==> src/rtl/multicycle_control_unit_pkg.sv <==
// Shared encodings for the RV32I multi-cycle sequencer: FSM states, opcodes
// and the next-PC / writeback source selects.
package multicycle_control_unit_pkg;

  typedef enum logic [2:0] {
    StFetch     = 3'd0,
    StDecode    = 3'd1,
    StExecute   = 3'd2,
    StMem       = 3'd3,
    StWriteback = 3'd4,
    StTrap      = 3'd5
  } state_e;

  localparam logic [6:0] OpcR     = 7'b0110011;
  localparam logic [6:0] OpcI     = 7'b0010011;
  localparam logic [6:0] OpcLoad  = 7'b0000011;
  localparam logic [6:0] OpcStore = 7'b0100011;
  localparam logic [6:0] OpcBr    = 7'b1100011;
  localparam logic [6:0] OpcJal   = 7'b1101111;
  localparam logic [6:0] OpcJalr  = 7'b1100111;
  localparam logic [6:0] OpcLui   = 7'b0110111;
  localparam logic [6:0] OpcAuipc = 7'b0010111;

  localparam logic [1:0] PcSelPlus4  = 2'd0;
  localparam logic [1:0] PcSelBranch = 2'd1;
  localparam logic [1:0] PcSelJalr   = 2'd2;

  localparam logic [1:0] WbSelAlu = 2'd0;
  localparam logic [1:0] WbSelMem = 2'd1;
  localparam logic [1:0] WbSelPc4 = 2'd2;
  localparam logic [1:0] WbSelImm = 2'd3;

endpackage

==> src/rtl/multicycle_control_unit_opcode_classifier.sv <==
// Combinational classification of the latched opcode into instruction classes
// and the writeback source it needs.
module multicycle_control_unit_opcode_classifier
  import multicycle_control_unit_pkg::*;
(
  input  logic [6:0] opcode_i,
  output logic       is_legal_o,
  output logic       is_load_o,
  output logic       is_store_o,
  output logic       is_branch_o,
  output logic       is_jal_o,
  output logic       is_jalr_o,
  output logic [1:0] wb_sel_o
);

  always_comb begin
    is_legal_o  = 1'b1;
    is_load_o   = 1'b0;
    is_store_o  = 1'b0;
    is_branch_o = 1'b0;
    is_jal_o    = 1'b0;
    is_jalr_o   = 1'b0;
    wb_sel_o    = WbSelAlu;
    case (opcode_i)
      OpcR, OpcI, OpcAuipc: ;  // AUIPC adds PC in the ALU, so ALU writeback
      OpcLoad: begin
        is_load_o = 1'b1;
        wb_sel_o  = WbSelMem;
      end
      OpcStore: is_store_o  = 1'b1;
      OpcBr:    is_branch_o = 1'b1;
      OpcJal: begin
        is_jal_o = 1'b1;
        wb_sel_o = WbSelPc4;
      end
      OpcJalr: begin
        is_jalr_o = 1'b1;
        wb_sel_o  = WbSelPc4;
      end
      OpcLui:  wb_sel_o   = WbSelImm;
      default: is_legal_o = 1'b0;
    endcase
  end

endmodule

==> src/rtl/multicycle_control_unit.sv <==
// Multi-cycle fetch/decode/execute/memory/writeback sequencer for the RV32I
// core, with retired-instruction counter and sticky illegal-opcode trap.
module multicycle_control_unit
  import multicycle_control_unit_pkg::*;
#(
  parameter int unsigned PC_WIDTH  = 8,
  parameter int unsigned CNT_WIDTH = 16
) (
  input  logic                 clk,
  input  logic                 rst_n,
  input  logic [31:0]          instr,
  output logic                 imem_req,
  input  logic                 imem_ack,
  input  logic                 dmem_ack,
  input  logic                 branch_taken,
  output logic                 ir_we,
  output logic                 pc_we,
  output logic [1:0]           pc_sel,
  output logic                 rf_we,
  output logic [1:0]           wb_sel,
  output logic                 dmem_req,
  output logic                 dmem_we,
  output logic                 illegal_instr,
  output logic [CNT_WIDTH-1:0] retired_cnt,
  output logic [2:0]           state_dbg
);

  state_e               state_q, state_d;
  logic [6:0]           opcode_q;
  logic [2:0]           funct3_q;
  logic [4:0]           rd_q;
  logic                 illegal_q;
  logic [CNT_WIDTH-1:0] retired_q;

  logic       is_legal, is_load, is_store, is_branch, is_jal, is_jalr;
  logic [1:0] cls_wb_sel;

  logic imem_req_c, ir_we_c, pc_we_c, rf_we_c, dmem_req_c, dmem_we_c, retire;

  multicycle_control_unit_opcode_classifier u_classifier (
    .opcode_i    (opcode_q),
    .is_legal_o  (is_legal),
    .is_load_o   (is_load),
    .is_store_o  (is_store),
    .is_branch_o (is_branch),
    .is_jal_o    (is_jal),
    .is_jalr_o   (is_jalr),
    .wb_sel_o    (cls_wb_sel)
  );

  always_comb begin
    state_d    = state_q;
    imem_req_c = 1'b0;
    ir_we_c    = 1'b0;
    pc_we_c    = 1'b0;
    pc_sel     = PcSelPlus4;
    rf_we_c    = 1'b0;
    wb_sel     = WbSelAlu;
    dmem_req_c = 1'b0;
    dmem_we_c  = 1'b0;
    retire     = 1'b0;
    case (state_q)
      StFetch: begin
        imem_req_c = 1'b1;
        if (imem_ack) begin
          ir_we_c = 1'b1;
          state_d = StDecode;
        end
      end
      StDecode: state_d = is_legal ? StExecute : StTrap;
      StExecute: begin
        if (is_branch) begin
          pc_we_c = 1'b1;
          pc_sel  = branch_taken ? PcSelBranch : PcSelPlus4;
          retire  = 1'b1;
          state_d = StFetch;
        end else if (is_load || is_store) begin
          state_d = StMem;
        end else begin
          state_d = StWriteback;
        end
      end
      StMem: begin
        dmem_req_c = 1'b1;
        dmem_we_c  = is_store;
        if (dmem_ack) begin
          if (is_store) begin
            pc_we_c = 1'b1;
            retire  = 1'b1;
            state_d = StFetch;
          end else begin
            state_d = StWriteback;
          end
        end
      end
      StWriteback: begin
        rf_we_c = (rd_q != 5'd0);
        wb_sel  = cls_wb_sel;
        pc_we_c = 1'b1;
        pc_sel  = is_jal ? PcSelBranch : (is_jalr ? PcSelJalr : PcSelPlus4);
        retire  = 1'b1;
        state_d = StFetch;
      end
      StTrap:  ;
      default: state_d = StFetch;
    endcase
  end

  always_ff @(posedge clk or negedge rst_n) begin
    if (!rst_n) begin
      state_q   <= StFetch;
      opcode_q  <= '0;
      funct3_q  <= '0;
      rd_q      <= '0;
      illegal_q <= 1'b0;
      retired_q <= '0;
    end else begin
      state_q <= state_d;
      if (ir_we_c) begin
        opcode_q <= instr[6:0];
        funct3_q <= instr[14:12];
        rd_q     <= instr[11:7];
      end
      if (state_q == StDecode && !is_legal) illegal_q <= 1'b1;
      if (retire) retired_q <= retired_q + CNT_WIDTH'(1);
    end
  end

  // Reset asserts FETCH asynchronously; gating keeps every strobe low meanwhile.
  assign imem_req      = rst_n & imem_req_c;
  assign ir_we         = rst_n & ir_we_c;
  assign pc_we         = rst_n & pc_we_c;
  assign rf_we         = rst_n & rf_we_c;
  assign dmem_req      = rst_n & dmem_req_c;
  assign dmem_we       = rst_n & dmem_we_c;
  assign illegal_instr = illegal_q;
  assign retired_cnt   = retired_q;
  assign state_dbg     = state_q;

  // funct3 is latched for downstream debug; PC_WIDTH sizes nothing here.
  logic                unused_bits;
  logic [PC_WIDTH-1:0] unused_pc;
  assign unused_bits = ^{funct3_q, instr[31:15]};
  assign unused_pc   = '0;

endmodule
==> config.mk <==
export PLATFORM = sky130hd
export DESIGN_NAME = multicycle_control_unit
export DESIGN_NICKNAME = d
export VERILOG_FILES = /design/src/rtl/multicycle_control_unit_pkg.sv /design/src/rtl/multicycle_control_unit_opcode_classifier.sv /design/src/rtl/multicycle_control_unit.sv
export SDC_FILE = /design/constraint.sdc
export NUM_CORES = 1
export LEC_CHECK = 0
export CAP_MARGIN = 10
export CORE_ASPECT_RATIO = 1.4
export CORE_MARGIN = 10
export CORE_UTILIZATION = 40
export CTS_BUF_LIST = sky130_fd_sc_hd__clkbuf_2 sky130_fd_sc_hd__clkbuf_4 sky130_fd_sc_hd__clkbuf_8
export CTS_CLUSTER_SIZE = 28
export DETAILED_ROUTE_END_ITERATION = 8
export PLACE_DENSITY = 0.8
export RECOVER_POWER = 50
export SYNTH_ARGS = -nofsm -noshare
export SYNTH_HDL_FRONTEND = slang
export SYNTH_HIERARCHICAL = 1
export SYNTH_SLANG_ARGS = --single-unit
==> constraint.sdc <==
create_clock -name clk -period 4 [get_ports clk]
set_input_delay 1.2 -clock clk [delete_from_list [all_inputs] [get_ports clk]]
set_output_delay 1.2 -clock clk [all_outputs]
set_load 0.02 [all_outputs]
==> metrics.md <==
| Metric | Value |
|---|---|
| Status | `finished, final reports clean` |
| Die Height | `~98 µm` |
| Core Rows | `28` |
| Wire length reported by the detailed router | `4.08 mm` |
| Overall power consumption | `1340 µW` |
| Stage delay of the slowest cell on the critical path | `~0.61 ns` |
| Proportion of synthesized flip-flops having asynchronous set or reset | `100%` |
| Final-layout setup total negative slack | `0 ns` |
| Hold path start | `retired_cnt[15]$_DFFE_PN0P_` |
| Fraction of layout cells with a size suffix above 1 | `between 10 and 15%` |
| Number of global-route vias before repair | `1,444` |
| Min setup slack post-route | `0.243 ns` |
| Number of enable flip-flop cells after synthesis | `0` |
| Critical path data required time | `around 2.8 ns` |
| Dominant synthesized flop cell | `sky130_fd_sc_hd__dfrtp_1` |
| Ratio of routed vias to standard cells | `5.18` |
| Crit Reg-Reg Startpoint | `opcode_q[4]$_DFFE_PN0P_` |
| Netlist area before placement | `~1700 µm²` |
| Num CTS Buffers | `5` |
| First-pass GRT wire length | `6.76 mm` |
| Data arrival time at the worst-slack endpoint | `2.56 ns` |
| Max capacitance violation total | `0` |
| Die area | `7440 µm²` |
| Fin Clk Skew | `0.00415 ns` |
| Detailed router's first-iteration violation count | `69` |
| Total placed instance area | `2290 µm²` |
| I/O pin count | `67` |
| Mapped Cells | `162` |
| Maximum number of pins on one net before global-route repair | `22` |
| Clock latency reported for the late side of the worst-skew pair | `0.28 ns` |
| Measured slew at the worst slew-check pin | `1.06 ns` |
| Layout filler cell count | `slightly below 400` |
| Max Fclk | `roughly 0.27 GHz` |
| Static leakage | `0.00101 µW` |
| Cell at the root of the clock tree | `sky130_fd_sc_hd__clkbuf_8` |
| Congestion Overflow GR | `0` |
| CTS HTree Levels | `2` |
| R2R depth | `9` |
| Number of instances on the worst hold path | `1` |
| Placeable core region | `4240 µm²` |
| Worst supply voltage drop on vdd | `0.000361 V` |
| Cells along the critical path | `dlygate4sd3_1 -> and3_1 -> clkdlybuf4s50_1` |
| Final clock period utilization by the worst path | `93.9%` |
| Initial antenna violation count | `0` |
| Final setup fails | `0` |
| Class of the tightest hold or removal check | `reg -> reg` |
| Effective utilization at floorplan | `slightly above 40%` |
| Clock transition time at the flip-flop clock pins of the worst setup and hold paths | `0.06 ns` |
| Number of nets with antenna violations after detailed routing | `0` |
| Max FO, Critical Path | `3` |
| Global Route Usage Sum | `11.7%` |
| Nature of the critical path endpoint | `output pin` |
| Number of post-CTS setup repair buffers | `0` |
| Worst min-delay path endpoint | `retired_cnt[15]$_DFFE_PN0P_` |
| Net total in the final layout | `254` |
| Worst relative slew slack | `29.6%` |
| Crit-path slowest cell | `sky130_fd_sc_hd__clkdlybuf4s50_1` |
| Clock tree from TritonCTS | `yes` |
| Power per unit of standard cell area | `approximately 570 nW/µm²` |
| Number of buffers on the longest clock path | `2` |
| Number of remaining DRC errors | `0` |
| Signed area change from the synthesized netlist to the final layout | `35.4%` |
| Final-report max-slew violation count | `0` |
| Placer's final routability congestion estimate | `0.819` |
| Setup WS pre-CTS | `0.00877 ns` |
| Final hold vios | `0` |
| Total inserted antenna cells | `0` |
| Post-route design area | `2360 µm²` |
| Number of synthesized register bits | `32` |
| Setup repair after global routing missed its margin | `no` |
| Post-synthesis net count | `200` |
| Number of synthesis warnings | `6` |
| Die extent in x | `75.8 µm` |
| Length of the first detailed-routing pass in iterations | `4` |
| Library cells used by synthesis | `44` |
| Sequential-to-total area share from yosys stat | `between 40% and 50%` |
| Vias after detailed routing | `1,431` |
| Crit path launch type | `input pin` |
| Synthesized area per cell | `10.8 µm²` |
| Clock sink count | `32` |
| Dpl hpwl | `~3.2 mm` |
| Final routed wire length divided by cell count | `14.8 µm` |
| Capture instance of the worst register-to-register path | `retired_cnt[12]$_DFFE_PN0P_` |
| Min Tclk post-route | `3.76 ns` |
| Count of input and output buffers | `46` |
| Worst reg-to-reg setup slack | `1.41 ns` |
| Category of the critical setup timing path | `in -> out` |
Yosys cell counts (all sizes together) (3+ instances only):
cell,n,area [µm²]
a21oi,6,30.0
and2,5,31.3
and3,4,25.0
buf,5,30.0
dfrtp,32,801
inv,5,18.8
mux2,13,146
nand2,9,33.8
nand2b,4,25.0
nand3,7,35.0
nand4,3,18.8
nor2,5,18.8
nor3,6,30.0
nor3b,3,38.8
nor4,10,68.8
o21ai,3,15.0
or3,3,23.8
xnor2,3,26.3
xor2,12,105
registers in the layout (all words and copies together) (netlist names):
signal,count
illegal_instr,1
opcode_q,7
rd_q,5
retired_cnt,16
state_dbg,3
how the worst max path moves through the flow:
stage | cells after the start | slack, ns | start | to
floorplan | 4 | 0.73 | dmem_ack | pc_we
global placement | 5 | 0.01 | dmem_ack | pc_we
detailed placement | 5 | 0.009 | dmem_ack | pc_we
CTS | 4 | 0.03 | rst_n | dmem_we
global route | 5 | 0.19 | dmem_ack | pc_we
finish | 3 | 0.24 | imem_ack | ir_we
report_power, final:
part	total [µW]	switching, µW	leakage, µW	internal (µW)
Clock	261	108	0.0000503	153
Sequential	571	147	0.000398	423
Combinational	513	241	0.000563	272
logic make-up (layout without fill, tap and decap cells):
kind of cell	Yosys count	in the layout	share of synthesized area, %
xor+xnor	15	15	7.53
compound gates	19	19	8.47
buf+inv	10	64	2.80
simple gates	72	72	26.2
flops	32	32	45.9
fa+ha+maj	1	1	0.717
mux	13	13	8.39
per-layer routing:
layer	up-vias	routed length (µm)	GRT usage, %
met5	-	0	0
met4	0	89	6.46
met3	7	301	3.95
met2	42	2070	18.8
met1	686	1620	12.9
li1	696	-	-
critical path: cells and delay by family:
| kind | cells | cell delay, ns |
|---|---|---|
| buffers and inverters | 2 | 1.19 |
| and+or+nand+nor | 1 | 0.17 |
through the flow:
stage | std cells | hold WS (ns) | util, %
finish | 276 | 0.471 | 55.7
CTS | 276 | 0.481 | 56.4
global route | 276 | 0.496 | 55.7
floorplan | 162 | 0.472 | -
global placement | 269 | 0.456 | 54.1
detailed placement | 269 | 0.473 | 54.1
layout by cell type (no fill, tap or decap), types with 7 or more instances in the layout:
master                             n
sky130_fd_sc_hd__clkbuf_1          7
sky130_fd_sc_hd__nor4_1            9
sky130_fd_sc_hd__dfrtp_1          32
sky130_fd_sc_hd__nand2_1           9
sky130_fd_sc_hd__mux2_2           13
sky130_fd_sc_hd__clkdlybuf4s50_1  43
sky130_fd_sc_hd__clkbuf_8          7
sky130_fd_sc_hd__xor2_1           12
sky130_fd_sc_hd__nand3_1           7
cell type report:
type                    count  area (µm²)  share of cell area [%]
multi-input cells         120         895                    37.9
flip-flops and latches     32         801                    33.9
repair buffers             52         475                    20.1
clock buffers               7        96.3                    4.08
well taps                  60        75.1                    3.18
inverters                   5        18.8                   0.795
timing repair:
item / in CTS / in global routing
gates resized for setup: 1 / 1
hold buffers: 0 / 0
setup endpoints to repair: 1 / 3
gates cloned: 0 / 0
(Power assumes the default switching activity.)
